File: config.mk
export PLATFORM = sky130hd
export DESIGN_NAME = seq_detect_ctrl
export DESIGN_NICKNAME = d
export VERILOG_FILES = /design/src/rtl/seq_detect_ctrl.sv
export SDC_FILE = /design/constraint.sdc
export NUM_CORES = 1
export LEC_CHECK = 0
export ABC_AREA = 1
export CORE_MARGIN = 5
export CORE_UTILIZATION = 30
export CTS_CLUSTER_SIZE = 30
export DETAILED_ROUTE_END_ITERATION = 8
export PLACE_DENSITY = 0.51
export SYNTH_ARGS = -nofsm -noshare
export SYNTH_HDL_FRONTEND = slang
export SYNTH_SLANG_ARGS = --single-unit
File: constraint.sdc
create_clock -name clk -period 2.3 [get_ports clk]
set_clock_uncertainty 0.15 [all_clocks]
set_input_delay 0.69 -clock clk [delete_from_list [all_inputs] [get_ports clk]]
set_output_delay 0.69 -clock clk [all_outputs]
set_load 0.005 [all_outputs]
File: src/rtl/seq_detect_ctrl.sv
// Parallel-to-serial front end for the 11011 Mealy detector: accepts words over
// valid/ready, shifts them out MSB-first and keeps per-frame match statistics.
module seq_detect_ctrl #(
    parameter int DATA_W = 8,
    parameter int CNT_W  = 8
) (
    input  logic              clk,
    input  logic              rst,
    input  logic              s_valid,
    output logic              s_ready,
    input  logic [DATA_W-1:0] s_data,
    input  logic              s_last,
    input  logic [CNT_W-1:0]  threshold,
    output logic              det_bit,
    output logic              det_en,
    output logic              det_clr,
    input  logic              det_match,
    output logic [CNT_W-1:0]  match_cnt,
    output logic              thr_hit,
    output logic              frame_done,
    output logic              busy
);

    localparam int BCW = (DATA_W > 1) ? $clog2(DATA_W) : 1;

    typedef enum logic [1:0] {IDLE, SHIFT, DONE} state_t;

    state_t             state, state_nxt;
    logic [DATA_W-1:0]  shreg;
    logic [BCW-1:0]     bit_cnt;
    logic               last_q;
    logic               frame_open;
    logic [CNT_W-1:0]   thr_q;
    logic [CNT_W-1:0]   cnt_inc;
    logic               accept;

    // NOTE: every signal written here gets a default first, so no path can
    // leave one unassigned and infer a latch.
    always_comb begin
        state_nxt  = state;
        s_ready    = 1'b0;
        det_en     = 1'b0;
        det_bit    = 1'b0;
        frame_done = 1'b0;
        busy       = 1'b0;
        unique case (state)
            IDLE: begin
                s_ready = 1'b1;
                if (s_valid) state_nxt = SHIFT;
            end
            SHIFT: begin
                det_en  = 1'b1;
                det_bit = shreg[DATA_W-1];
                busy    = 1'b1;
                if (bit_cnt == '0) state_nxt = last_q ? DONE : IDLE;
            end
            DONE: begin
                frame_done = 1'b1;
                busy       = 1'b1;
                state_nxt  = IDLE;
            end
            default: state_nxt = IDLE;
        endcase
    end

    assign accept  = s_valid && s_ready;
    // Only the first word of a frame clears the detector; later words continue its history.
    assign det_clr = accept && !frame_open;
    assign cnt_inc = (match_cnt == '1) ? match_cnt : match_cnt + CNT_W'(1);

    // NOTE: sequential state uses non-blocking assignments so every register
    // samples the pre-edge values, independent of statement order.
    always_ff @(posedge clk) begin
        if (rst) begin
            state      <= IDLE;
            shreg      <= '0;
            bit_cnt    <= '0;
            last_q     <= 1'b0;
            frame_open <= 1'b0;
            thr_q      <= '0;
            match_cnt  <= '0;
            thr_hit    <= 1'b0;
        end else begin
            state <= state_nxt;
            if (accept) begin
                shreg   <= s_data;
                last_q  <= s_last;
                bit_cnt <= BCW'(DATA_W - 1);
                if (!frame_open) begin
                    thr_q     <= threshold;
                    match_cnt <= '0;
                    thr_hit   <= 1'b0;
                end
            end else if (state == SHIFT) begin
                shreg   <= shreg << 1;
                bit_cnt <= bit_cnt - BCW'(1);
                if (det_match) begin
                    match_cnt <= cnt_inc;
                    if (thr_q != '0 && cnt_inc >= thr_q) thr_hit <= 1'b1;
                end
                if (bit_cnt == '0 && !last_q) frame_open <= 1'b1;
            end else if (state == DONE) begin
                frame_open <= 1'b0;
            end
        end
    end

endmodule

==> results_dict.tcl, run 1 <==
set metrics [dict create \
    fin_nets 342 \
    vias 1686 \
    synth_top_family_by_area "simple AND/OR/NAND/NOR gates" \
    dp_slack_ns -0.423 \
    whs_ns 0.301 \
    io_buffers 35 \
    first_pass_iters 4 \
    diodes 0 \
    synth_compound_area_share_pct 17.8 \
    drt-vias-per-instance 4.41 \
    slowest_stage "clkdlybuf4s50_1" \
    syn2layout_area_growth_pct 38.1 \
    route.detailed.drc 0 \
    insertion_delay_ns 0.28 \
    synth-edff-count 0 \
    ys.flop_type "dfxtp_1" \
    grt_pass1_wl_mm 7.40 \
    arrival_ns 1.37 \
    antenna_found_initial 0 \
    cp.required_ns 1.46 \
    finalCritPeriodShare_pct 95.9 \
    wirelength_mm 4.20 \
    cts_tree "done" \
    maxCapViolations 0 \
    power_density_mw_per_mm2 628 \
    cts.sinks 32 \
    numCtsBuffers 5 \
    setup_viol_count_final 0 \
    slew_viol_final 0 \
    path_buf_inv 2 \
    synth_mux_area_share_pct 0 \
    fin_util_pct 42.4 \
    hold_viol_final 0 \
    drt.antenna.violating_nets 0 \
    end_kind "output pin" \
    p_leak_nw 1.17 \
    tightestPinTransition_ns 0.355 \
    die-area_mm2 0.00772 \
    cts.path.max_buffers 2 \
    pin_count 36 \
    syn-cell-area_mm2 0.00182 \
    initial_utilization_pct 30.7 \
    cpLargestDelayFamily "buffers and inverters" \
    grt-ovfl-total 0 \
    crit_chain "inv_2, ha_4, clkdlybuf4s50_1" \
    start_kind "flip-flop" \
    status "completed" \
    syn_nets 286 \
    layout_setup_ws_ns 0.0944 \
    yosysWarningCount 0 \
    synthArstFlopShare_pct 0 \
    wl_per_cell_um 11.0 \
    core_area_mm2 0.00592 \
    htreeDepth 2 \
    grt_max_degree 18 \
    power_mw 1.58 \
    syn_avg_cell_area_um2 7.25 \
    cts_root_buf "clkbuf_8" \
    die_h_um 87.9 \
    rows 28 \
    routabilityCongestion 0.747 \
    hp-class "reg -> reg" \
    dp_hpwl_mm 3.29 \
    timing.fmax_mhz 453 \
    clk_pin_slew_ns 0.07 \
    synth_seq_area_share_pct 35.2 \
    yosys.area_share.simple_pct 25.2 \
    vdd_drop_max_uv 340 \
    fill_cells 620 \
    synthAdderAreaFrac_pct 9.63 \
    fp.dieW_um 87.9 \
    max_slew_margin_pct 76.1 \
    track_usage_pct 12.1 \
    yosys_register_bits 32 \
    drive_above_1_share_pct 16.0 \
    synthXorXnorAreaFrac_pct 0.963 \
    synthCells 251 \
    crit_fanout 3 \
    grt_pass1_vias 1656 \
    synth.distinct_cells 31 \
    worst-setup-path-type "reg -> out" \
    min_period_ns 2.21 \
    slowest_delay_ns 0.50 \
    post_cts_buffers 0 \
    grt_setup_unrepaired "false" \
    postCtsHoldBufs 0 \
    drt_iter0_markers 40 \
]
synth_stat cells, types with 2 or more instances:
cell,count,area share [%]
nand2_1,57,12
inv_1,44,9.1
dfxtp_1,32,35
a21oi_1,24,6.6
o21ai_0,20,5.5
ha_1,14,9.6
nor2_1,13,2.7
nand3_1,10,2.8
buf_2,3,0.83
inv_2,3,0.62
nor2_4,3,1.9
o211ai_1,3,1.2
o21a_1,3,1.2
nand2_4,2,1.2
nand4_1,2,0.69
o221ai_1,2,0.96
xor2_1,2,0.96
path summary, 6_finish.rpt:
| path | cells after the start | endpoint | slack, ns | startpoint |
|---|---|---|---|---|
| worst max register to register | 12 | thr_hit$_SDFFE_PP0P_ | 0.20 | match_cnt[0]$_SDFFE_PP0P_ |
| worst max-delay path | 3 | s_ready | 0.09 | state[0]$_SDFFE_PP0P_ |
| worst min-delay path | 2 | thr_hit$_SDFFE_PP0P_ | 0.30 | thr_hit$_SDFFE_PP0P_ |
| worst min register to register | 2 | thr_hit$_SDFFE_PP0P_ | 0.30 | thr_hit$_SDFFE_PP0P_ |
tightest hold or removal path, stage by stage, from the launching register on:
cell and delay, ns:
dfxtp_1 0.31, inv_1 0.04, a21oi_1 0.05
layout by cell type (no fill, tap or decap), types with 4 or more instances in the layout:
master           synthesis  final
nand2_1                 57     56
inv_1                   44     42
clkdlybuf4s50_1          0     31
dfxtp_1                 32     30
a21oi_1                 24     24
o21ai_0                 20     20
buf_4                    1     19
nor2_1                  13     13
ha_1                    14     12
nand3_1                 10     10
clkbuf_8                 0      7
inv_2                    3      4
kinds of logic after synthesis:
kind of cell	Yosys count
flops	32
buf+inv	52
compound gates	56
fa+ha+maj	14
xor+xnor	2
simple gates	95
area by class of cell:
class                      instances  area (um2)  area share, %
multi-input combinational        167        1000           39.9
sequential                        32         646           25.7
clock buffer                       7        96.3           3.83
tap                               75        93.8           3.74
inverter                          47         179           7.12
timing repair buffer              54         494           19.7
flip-flops by register name, summed over array words and instances, names as in the netlist:
register,cells
last_q,1
bit_cnt,3
thr_hit,1
state,2
frame_open,1
thr_q,8
shreg,8
match_cnt,8
power breakdown:
| group | switching [mW] | leakage, nW | total [mW] | internal (mW) |
|---|---|---|---|---|
| combinational | 0.248 | 0.856 | 0.463 | 0.214 |
| sequential | 0.0249 | 0.264 | 0.640 | 0.615 |
| clock | 0.209 | 0.0503 | 0.476 | 0.267 |
| total | 0.482 | 1.17 | 1.58 | 1.10 |
metal layers:
layer / vias up / part of all wire [%] / global-route usage, %
met5: - / 0 / 0
met2: 29 / 46 / 20.7
met3: 6 / 4.4 / 2.63
met4: 0 / 1.0 / 3.35
li1: 913 / - / -
met1: 738 / 49 / 15.2
timing repair:
item / 4_1_cts / 5_1_grt
gates resized for setup: 14 / 3
gates cloned: 0 / 0
setup endpoints to repair: 4 / 2
stage by stage:
step | cells | area [um2] | TNS (ns)
CTS | 382 | 2500 | 0
global route | 382 | 2510 | 0
detailed placement | 375 | 2380 | -0.423
global placement | 375 | 2380 | -0.401
finish | 382 | 2510 | 0
floorplan | 251 | 1820 | 0
Power figures use the tool's default switching activity.
==> run 2: changes to the inputs <==
==> constraint.sdc (replaced) <==
create_clock -name clk -period 2.5 [get_ports clk]
set_clock_uncertainty 0.15 [all_clocks]
set_input_delay 0.75 -clock clk [delete_from_list [all_inputs] [get_ports clk]]
set_output_delay 0.75 -clock clk [all_outputs]
set_load 0.005 [all_outputs]
==> results_dict.tcl, run 2 (same netlist as run 1, synthesis figures left out) <==
set metrics [dict create \
    rr_startpoint "match_cnt[1]$_SDFFE_PP0P_" \
    slowest_delay_ns 0.50 \
    drt-vias-per-instance 4.45 \
    hold_viol_final 0 \
    final_area_mm2 0.00239 \
    die_h_um 87.9 \
    reg_top3 "match_cnt (8), shreg (8), thr_q (8)" \
    reg2reg_depth 15 \
    hold_depth 2 \
    route.detailed.drc 0 \
    grt-ovfl-total 0 \
    hold_start "thr_hit$_SDFFE_PP0P_" \
    slew_viol_final 0 \
    postCtsHoldBufs 0 \
    rrSetupSlack_ns 0.25 \
    core_area_mm2 0.00592 \
    cts_tree "done" \
    clk_pin_slew_ns 0.07 \
    arrival_ns 1.52 \
    timing.fmax_mhz 413 \
    numCtsBuffers 5 \
    cpLargestDelayFamily "buffers and inverters" \
    insertion_delay_ns 0.29 \
    status "completed" \
    setup_viol_count_final 0 \
    io_buffers 35 \
    final_cell_mix "nand2_1 (57), inv_1 (44), clkdlybuf4s50_1 (33), dfxtp_1 (32), a21oi_1 (24)" \
    tightestPinTransition_ns 0.339 \
    grt_pass1_vias 1611 \
    cts.path.max_buffers 2 \
    worst-setup-path-type "reg -> out" \
    start_kind "flip-flop" \
    cp.required_ns 1.60 \
    min_period_ns 2.42 \
    placed_area_mm2 0.00231 \
    grt_pass1_wl_mm 7.36 \
    fin_nets 333 \
    slowest_stage "clkdlybuf4s50_1" \
    die-area_mm2 0.00772 \
    first_pass_iters 4 \
    maxCapViolations 0 \
    cts_root_buf "clkbuf_8" \
    grt_max_degree 18 \
    drt_iter0_markers 62 \
    placed_cells 366 \
    max_slew_margin_pct 77.2 \
    final_cells 373 \
    vias 1658 \
    fin_util_pct 40.4 \
    path_buf_inv 2 \
    htreeDepth 2 \
    diodes 0 \
    p_leak_nw 1.09 \
    hold_end "thr_hit$_SDFFE_PP0P_" \
    fp.dieW_um 87.9 \
    wirelength_mm 4.18 \
    cts.sinks 32 \
    grt_setup_unrepaired "true" \
    post_cts_buffers 0 \
    drt.antenna.violating_nets 0 \
    power_density_mw_per_mm2 575 \
    antenna_found_initial 0 \
    vdd_drop_max_uv 269 \
    crit_chain "inv_1, ha_1, clkdlybuf4s50_1" \
    track_usage_pct 11.9 \
    finalCritPeriodShare_pct 96.9 \
    end_kind "output pin" \
    pin_count 36 \
    dp_hpwl_mm 3.24 \
    rows 28 \
    routabilityCongestion 0.755 \
    syn2layout_area_growth_pct 31.5 \
    crit_fanout 3 \
    power_mw 1.38 \
    final_common_cell "nand2_1" \
    drive_above_1_share_pct 11.1 \
    wl_per_cell_um 11.2 \
    initial_utilization_pct 30.7 \
    hp-class "reg -> reg" \
    rr_endpoint "thr_hit$_SDFFE_PP0P_" \
]
run 2: final cells by class:
| class | instances | area, um2 |
|---|---|---|
| clock buffers | 6 | 72.6 |
| clock inverters | 1 | 5.00 |
| fillers | 638 | 3530 |
| inverters | 47 | 176 |
| multi-input cells | 167 | 978 |
| flip-flops and latches | 32 | 641 |
| well taps | 75 | 93.8 |
| repair buffers | 45 | 425 |
run 2: timing repair:
item,in CTS,in global routing
gates resized for setup,4,1
endpoints found under the setup margin,1,1
pin swaps,0,0
run 2: power by group:
group	internal, mW	leakage [nW]	total, mW	switching, mW
clock network	0.189	0.0410	0.383	0.194
registers	0.565	0.263	0.585	0.0202
logic	0.182	0.785	0.408	0.225
run 2: worst min-delay path: cells and delay by family (launching register included):
family                 cells  cell delay [ns]
AO/OA/AOI/OAI              1             0.05
buffers and inverters      1             0.05
flip-flops                 1             0.31
run 2: how the worst max path moves through the flow:
stage	start	endpoint	slack (ns)	cells after the start
after floorplan	match_cnt[1]$_SDFFE_PP0P_	thr_hit$_SDFFE_PP0P_	0.48	14
after global placement	s_valid	det_clr	-0.32	4
after detailed placement	s_valid	det_clr	-0.34	4
after CTS	state[0]$_SDFFE_PP0P_	busy	0.05	3
after global routing	state[0]$_SDFFE_PP0P_	busy	-0.002	3
final	state[0]$_SDFFE_PP0P_	busy	0.08	3
run 2: layer usage:
layer / GRT usage (%) / routed length [um] / vias up
met1: 14.3 / 1930 / 728
met2: 20.7 / 2010 / 27
met3: 3.10 / 190 / 7
met4: 3.77 / 59 / 0
li1: - / - / 896
met5: 0 / 0 / -
run 2: per-stage QoR:
| step | TNS (ns) | setup WS (ns) | hold slack, ns |
|---|---|---|---|
| after floorplan | 0 | 0.478 | 0.289 |
| after global placement | -0.321 | -0.321 | 0.293 |
| after detailed placement | -0.337 | -0.337 | 0.301 |
| after CTS | 0 | 0.0533 | 0.311 |
| after global routing | -0.00195 | -0.00195 | 0.345 |
| final | 0 | 0.0767 | 0.303 |
==> run 3: changes to the inputs <==
--- a/config.mk
+++ b/config.mk
@@ -6,6 +6,7 @@
 export NUM_CORES = 1
 export LEC_CHECK = 0
 export ABC_AREA = 1
+export ABC_CLOCK_PERIOD_IN_PS = 2500
 export CORE_MARGIN = 5
 export CORE_UTILIZATION = 30
 export CTS_CLUSTER_SIZE = 30
==> results of run 3 <==
No change in the layout: final DEF, timing and power equal those of run 2.
